**config.mk**
```make
export PLATFORM = sky130hd
export DESIGN_NAME = dual_port_bram_16x8
export DESIGN_NICKNAME = d
export VERILOG_FILES = /design/src/rtl/dual_port_bram_pkg.sv /design/src/rtl/bram_read_port.sv /design/src/rtl/dual_port_bram_16x8.sv
export SDC_FILE = /design/constraint.sdc
export NUM_CORES = 1
export LEC_CHECK = 0
export ABC_AREA = 1
export CAP_MARGIN = 20
export CORE_MARGIN = 2
export CORE_UTILIZATION = 60
export DETAILED_ROUTE_END_ITERATION = 7
export DONT_BUFFER_PORTS = 1
export GPL_TIMING_DRIVEN = 0
export PLACE_DENSITY = 0.8
export SYNTH_ARGS = -nofsm -noshare
export SYNTH_HDL_FRONTEND = slang
export SYNTH_HIERARCHICAL = 1
export SYNTH_SLANG_ARGS = --single-unit
```
**constraint.sdc**
```tcl
create_clock -name i_CLK -period 2.3 [get_ports i_CLK]
set_input_delay 0.46 -clock i_CLK [delete_from_list [all_inputs] [get_ports i_CLK]]
set_output_delay 0.46 -clock i_CLK [all_outputs]
set_load 0.005 [all_outputs]
```
**src/rtl/dual_port_bram_pkg.sv**
```systemverilog
// Shared widths and word/address types for the 16x8 true dual-port block RAM.
// One port request bundles a write and a read; the helper builds the bundle for callers.
package dual_port_bram_pkg;

    localparam int DATA_WIDTH_DEF = 8;
    localparam int ADDR_WIDTH_DEF = 4;
    localparam int DEPTH_DEF      = 2 ** ADDR_WIDTH_DEF;

    typedef logic [DATA_WIDTH_DEF-1:0] data_t;
    typedef logic [ADDR_WIDTH_DEF-1:0] addr_t;

    typedef struct packed {
        logic  wr_vld;
        addr_t wr_addr;
        data_t wr_dat;
        logic  rd_vld;
        addr_t rd_addr;
    } port_req_t;

    function automatic port_req_t make_req(input logic  wr_vld,
                                           input addr_t wr_addr,
                                           input data_t wr_dat,
                                           input logic  rd_vld,
                                           input addr_t rd_addr);
        port_req_t req;
        req.wr_vld  = wr_vld;
        req.wr_addr = wr_addr;
        req.wr_dat  = wr_dat;
        req.rd_vld  = rd_vld;
        req.rd_addr = rd_addr;
        return req;
    endfunction

endpackage

```
**src/rtl/bram_read_port.sv**
```systemverilog
// Enable-gated registered read output with synchronous active-high clear.
// Latency 1 cycle; no backpressure, the output simply holds while the enable is low.
module bram_read_port
    import dual_port_bram_pkg::*;
#(
    parameter int DATA_WIDTH = DATA_WIDTH_DEF
) (
    input  logic                  clk_i,
    input  logic                  rst_i,
    input  logic                  rd_en_i,
    input  logic [DATA_WIDTH-1:0] rd_dat_i,
    output logic [DATA_WIDTH-1:0] rd_dat_o
);

    logic [DATA_WIDTH-1:0] rd_dat_q;
    logic [DATA_WIDTH-1:0] rd_dat_d;

    always_comb begin
        rd_dat_d = rd_dat_q;
        if (rd_en_i) begin
            rd_dat_d = rd_dat_i;
        end
    end

    always_ff @(posedge clk_i) begin
        if (rst_i) begin
            rd_dat_q <= '0;
        end else begin
            rd_dat_q <= rd_dat_d;
        end
    end

    assign rd_dat_o = rd_dat_q;

endmodule

```
**src/rtl/dual_port_bram_16x8.sv**
```systemverilog
// True dual-port 16x8 RAM, one clock, read-first, port A wins write collisions.
// Read latency 1 cycle, write visible to reads enabled on the next edge; no backpressure.
module dual_port_bram_16x8
    import dual_port_bram_pkg::*;
#(
    parameter int DATA_WIDTH = DATA_WIDTH_DEF,
    parameter int ADDR_WIDTH = ADDR_WIDTH_DEF,
    parameter int DEPTH      = 2 ** ADDR_WIDTH
) (
    input  logic                  i_CLK,
    input  logic                  i_RST,

    input  logic                  i_WRITE_ENABLE_A,
    input  logic [ADDR_WIDTH-1:0] i_WRITE_ADDRESS_A,
    input  logic [DATA_WIDTH-1:0] i_WRITE_DATA_A,
    input  logic                  i_READ_ENABLE_A,
    input  logic [ADDR_WIDTH-1:0] i_READ_ADDRESS_A,
    output logic [DATA_WIDTH-1:0] o_READ_DATA_A,

    input  logic                  i_WRITE_ENABLE_B,
    input  logic [ADDR_WIDTH-1:0] i_WRITE_ADDRESS_B,
    input  logic [DATA_WIDTH-1:0] i_WRITE_DATA_B,
    input  logic                  i_READ_ENABLE_B,
    input  logic [ADDR_WIDTH-1:0] i_READ_ADDRESS_B,
    output logic [DATA_WIDTH-1:0] o_READ_DATA_B
);

    logic [DATA_WIDTH-1:0] mem_q [DEPTH];
    logic [DATA_WIDTH-1:0] rd_mem_a;
    logic [DATA_WIDTH-1:0] rd_mem_b;
    logic                  wr_en_a;
    logic                  wr_en_b;
    logic                  rd_en_a;
    logic                  rd_en_b;

    assign wr_en_a = i_WRITE_ENABLE_A && !i_RST;
    assign wr_en_b = i_WRITE_ENABLE_B && !i_RST;
    assign rd_en_a = i_READ_ENABLE_A;
    assign rd_en_b = i_READ_ENABLE_B;

    // Port B is applied first so port A's assignment lands last on a shared address.
    always_ff @(posedge i_CLK) begin
        if (wr_en_b) begin
            mem_q[i_WRITE_ADDRESS_B] <= i_WRITE_DATA_B;
        end
        if (wr_en_a) begin
            mem_q[i_WRITE_ADDRESS_A] <= i_WRITE_DATA_A;
        end
    end

    // Array is sampled before this edge's writes settle, giving read-first behaviour.
    assign rd_mem_a = mem_q[i_READ_ADDRESS_A];
    assign rd_mem_b = mem_q[i_READ_ADDRESS_B];

    bram_read_port #(
        .DATA_WIDTH (DATA_WIDTH)
    ) u_rd_port_a (
        .clk_i    (i_CLK),
        .rst_i    (i_RST),
        .rd_en_i  (rd_en_a),
        .rd_dat_i (rd_mem_a),
        .rd_dat_o (o_READ_DATA_A)
    );

    bram_read_port #(
        .DATA_WIDTH (DATA_WIDTH)
    ) u_rd_port_b (
        .clk_i    (i_CLK),
        .rst_i    (i_RST),
        .rd_en_i  (rd_en_b),
        .rd_dat_i (rd_mem_b),
        .rd_dat_o (o_READ_DATA_B)
    );

`ifdef FORMAL
    logic past_valid_q = 1'b0;

    always_ff @(posedge i_CLK) begin
        past_valid_q <= 1'b1;
    end

    always @(posedge i_CLK) begin
        if (past_valid_q && !$past(i_RST)) begin
            if ($past(i_READ_ENABLE_A)) begin
                assert (o_READ_DATA_A == $past(mem_q[i_READ_ADDRESS_A]));
            end
            if ($past(i_READ_ENABLE_B)) begin
                assert (o_READ_DATA_B == $past(mem_q[i_READ_ADDRESS_B]));
            end
            if ($past(i_WRITE_ENABLE_A)) begin
                assert (mem_q[$past(i_WRITE_ADDRESS_A)] == $past(i_WRITE_DATA_A));
            end
            if ($past(i_WRITE_ENABLE_B) &&
                !($past(i_WRITE_ENABLE_A) && $past(i_WRITE_ADDRESS_A) == $past(i_WRITE_ADDRESS_B))) begin
                assert (mem_q[$past(i_WRITE_ADDRESS_B)] == $past(i_WRITE_DATA_B));
            end
        end
    end
`endif

endmodule

```
==> results.sh <==
export IMPL_run_status="finished with violations"
export IMPL_violations="DRC"
export IMPL_postSynthAreaPerCell_um2=6.99
export IMPL_gp_congestion=1.06
export IMPL_setup_viol=0
export IMPL_vias=9393
export IMPL_power_density_nw_per_um2=670
export IMPL_crit_top_cell="nand2_1"
export IMPL_grt_max_degree=17
export IMPL_rows=44
export IMPL_antenna_found_initial=0
export IMPL_period_share_pct=92.3
export IMPL_holdWs_ps=269
export IMPL_die_x_um=126
export IMPL_fill_cells=1290
export IMPL_worst_pin_slew_ps=1100
export IMPL_hold_class="input port to flip-flop"
export IMPL_synth_async_reset_ratio_pct=0
export IMPL_ant_nets=0
export IMPL_dr_pass1_iters=8
export IMPL_final_period_minus_worst_setup_slack_ps=2120
export IMPL_path_clk_slew_ps=70
export IMPL_post_cts_repair_setup_buffers=0
export IMPL_io_buffers=0
export IMPL_cap_violations=0
export IMPL_clock_skew_final_ps=10.2
export IMPL_fin_total_pwr_mw=6.60
export IMPL_worstSetupEndpointType="flip-flop"
export IMPL_dieArea_um2=15900
export IMPL_cpPeakStageDelay_ps=510
export IMPL_tritoncts="yes"
export IMPL_syn_cell_area_um2=8970
export IMPL_routed_via_density=6.22
export IMPL_synthDistinctLibCells=16
export IMPL_synth_warnings=6
export IMPL_cts_buffer_depth=2
export IMPL_ys_flop_type="edfxtp_1"
export IMPL_crit_arrival_ps=2250
export IMPL_start_kind="input port"
export IMPL_final_max_slew_viol_count=0
export IMPL_routed_wl_um=33600
export IMPL_h_tree_depth=4
export IMPL_critical_path_class="input port to flip-flop"
export IMPL_finalNetCount=1350
export IMPL_area_delta_synth_final_pct=9.74
export IMPL_slowest_stage="nor3_1"
export IMPL_wire_per_inst_um=22.2
export IMPL_finish_utilization_pct=67.5
export IMPL_synth_nets=1320
export IMPL_drt_iter0_drc=1636
export IMPL_grt_util_all_layers_pct=43.0
export IMPL_ios=54
export IMPL_power_leakage_nw=4.70
export IMPL_timing_final_ws_setup_ps=178
export IMPL_pre_cts_ws_ps=-295
export IMPL_synth_seq_area_share_pct=46.4
export IMPL_grt_first_pass_wirelength_um=50800
export IMPL_root_buffer="clkbuf_16"
export IMPL_cts_sinks=144
export IMPL_hpwl_um=24300
export IMPL_syn_inst=1282
export IMPL_synth_edf_count=128
export IMPL_ys_seq_elements=144
export IMPL_clock_latency_ps=440
export IMPL_peakVddDrop_mv=0.602
export IMPL_setup_tns_ps=0
export IMPL_antenna_cells=0
export IMPL_cp_cell_sequence="inv_1 -> nand2_1 -> nor3_1 -> nand2_1 -> clkbuf_2 -> o21ai_0 -> buf_2"
export IMPL_cts_buffers=17
export IMPL_grt_pass1_vias=8445
export IMPL_overflow=0
export IMPL_max_slew_margin_pct=26.0
export IMPL_path_max_fanout=10
export IMPL_initial_utilization_pct=61.5
export IMPL_hold_viol=0
export IMPL_core_um2=14600
export IMPL_fmax_ghz=0.471
export IMPL_rsz0062_at_grt="no"
export IMPL_crit_required_ps=2430
export IMPL_chipHeight_um=126
export IMPL_drc=2
export IMPL_layout_drive_gt1_share_pct=5.43
## metal layers
metal	GRT usage (%)	up-vias	part of all wire, %	wire length, um
met5	0	-	0	0
met4	19.1	0	5.4	1820
met3	14.6	149	17	5810
met2	59.4	889	39	13200
met1	61.4	4185	38	12700
li1	-	4170	-	-
## cell usage after synthesis, types with 4 or more instances
master / number / area share (%)
buf_6: 4 / 0.50
clkbuf_1: 56 / 2.3
clkbuf_2: 16 / 0.89
inv_1: 174 / 7.3
dfxtp_1: 16 / 3.6
nand2_1: 454 / 19
buf_1: 14 / 0.59
nand3_1: 227 / 13
nor2_1: 37 / 1.5
edfxtp_1: 128 / 43
nor3_1: 4 / 0.22
o21ai_0: 144 / 8.0
## layout make-up
class / instances / area (um2) / share of cell area [%]
tap: 184 / 230 / 2.34
multi-input combinational: 870 / 3750 / 38.2
clock inverter: 15 / 150 / 1.53
timing repair buffer: 11 / 57.6 / 0.585
clock buffer: 17 / 425 / 4.32
inverter: 176 / 661 / 6.71
buffer: 92 / 398 / 4.04
sequential: 144 / 4160 / 42.3
## cell usage in the layout, fill, tap and decap left out, types with 2 or more instances in the layout
master / netlist / final
nand2_1: 454 / 454
nor2_2: 2 / 2
dfxtp_1: 16 / 16
nand3_1: 227 / 227
nand2_2: 2 / 2
edfxtp_1: 128 / 128
nor3_1: 4 / 2
inv_8: 0 / 3
buf_6: 4 / 4
inv_2: 2 / 2
clkbuf_16: 0 / 17
clkbuf_2: 16 / 16
nor2_1: 37 / 37
inv_6: 0 / 4
o21ai_0: 144 / 144
nor3_2: 0 / 2
clkinv_4: 0 / 4
inv_1: 174 / 174
buf_1: 14 / 14
buf_2: 2 / 12
clkbuf_1: 56 / 56
## registers in the layout, indices dropped and copies added, names as in the netlist
signal and count:
mem_q 128, u_rd_port_a/rd_dat_o 8, u_rd_port_b/rd_dat_o 8
## repair_timing
item                       CTS  global route
hold buffers                 0             0
resized for setup            0             2
hold endpoints to repair     0             0
setup endpoints to repair    0             6
## worst max-delay path: cells and delay by family
| family | cells | cell delay [ps] |
|---|---|---|
| AND/OR/NAND/NOR | 3 | 980 |
| buffers and inverters | 3 | 620 |
| AO/OA/AOI/OAI | 1 | 190 |
## metrics by stage
| step | instance area (um2) | cells |
|---|---|---|
| final | 9840 | 1509 |
| after global routing | 9840 | 1509 |
| after CTS | 9800 | 1503 |
| after detailed placement | 9230 | 1471 |
| after global placement | 9200 | 1466 |
| after floorplan | 8970 | 1282 |
## worst paths after layout
path / startpoint / to / slack (ps) / cells after the start
min reg2reg: u_rd_port_b/rd_dat_o[3]$_SDFFE_PP0P_ / u_rd_port_b/rd_dat_o[3]$_SDFFE_PP0P_ / 490 / 2
min: i_RST / u_rd_port_b/rd_dat_o[5]$_SDFFE_PP0P_ / 270 / 3
max reg2reg: mem_q[7][2]$_DFFE_PP_ / u_rd_port_a/rd_dat_o[2]$_SDFFE_PP0P_ / 840 / 10
max: i_RST / mem_q[3][0]$_DFFE_PP_ / 180 / 7
## kinds of logic after synthesis
| group | count (synthesis) | synth area share (%) |
|---|---|---|
| buffers and inverters | 268 | 11.8 |
| AO/OA/AOI/OAI | 144 | 8.04 |
| flip-flops | 144 | 46.4 |
| AND/OR/NAND/NOR | 726 | 33.7 |
## where the power goes
group	leakage [nW]	internal [mW]	switching, mW
registers	1.29	2.93	0.0362
logic	3.13	0.239	0.654
clock network	0.282	1.52	1.22
Note: power is estimated with default switching activity, not from simulation.
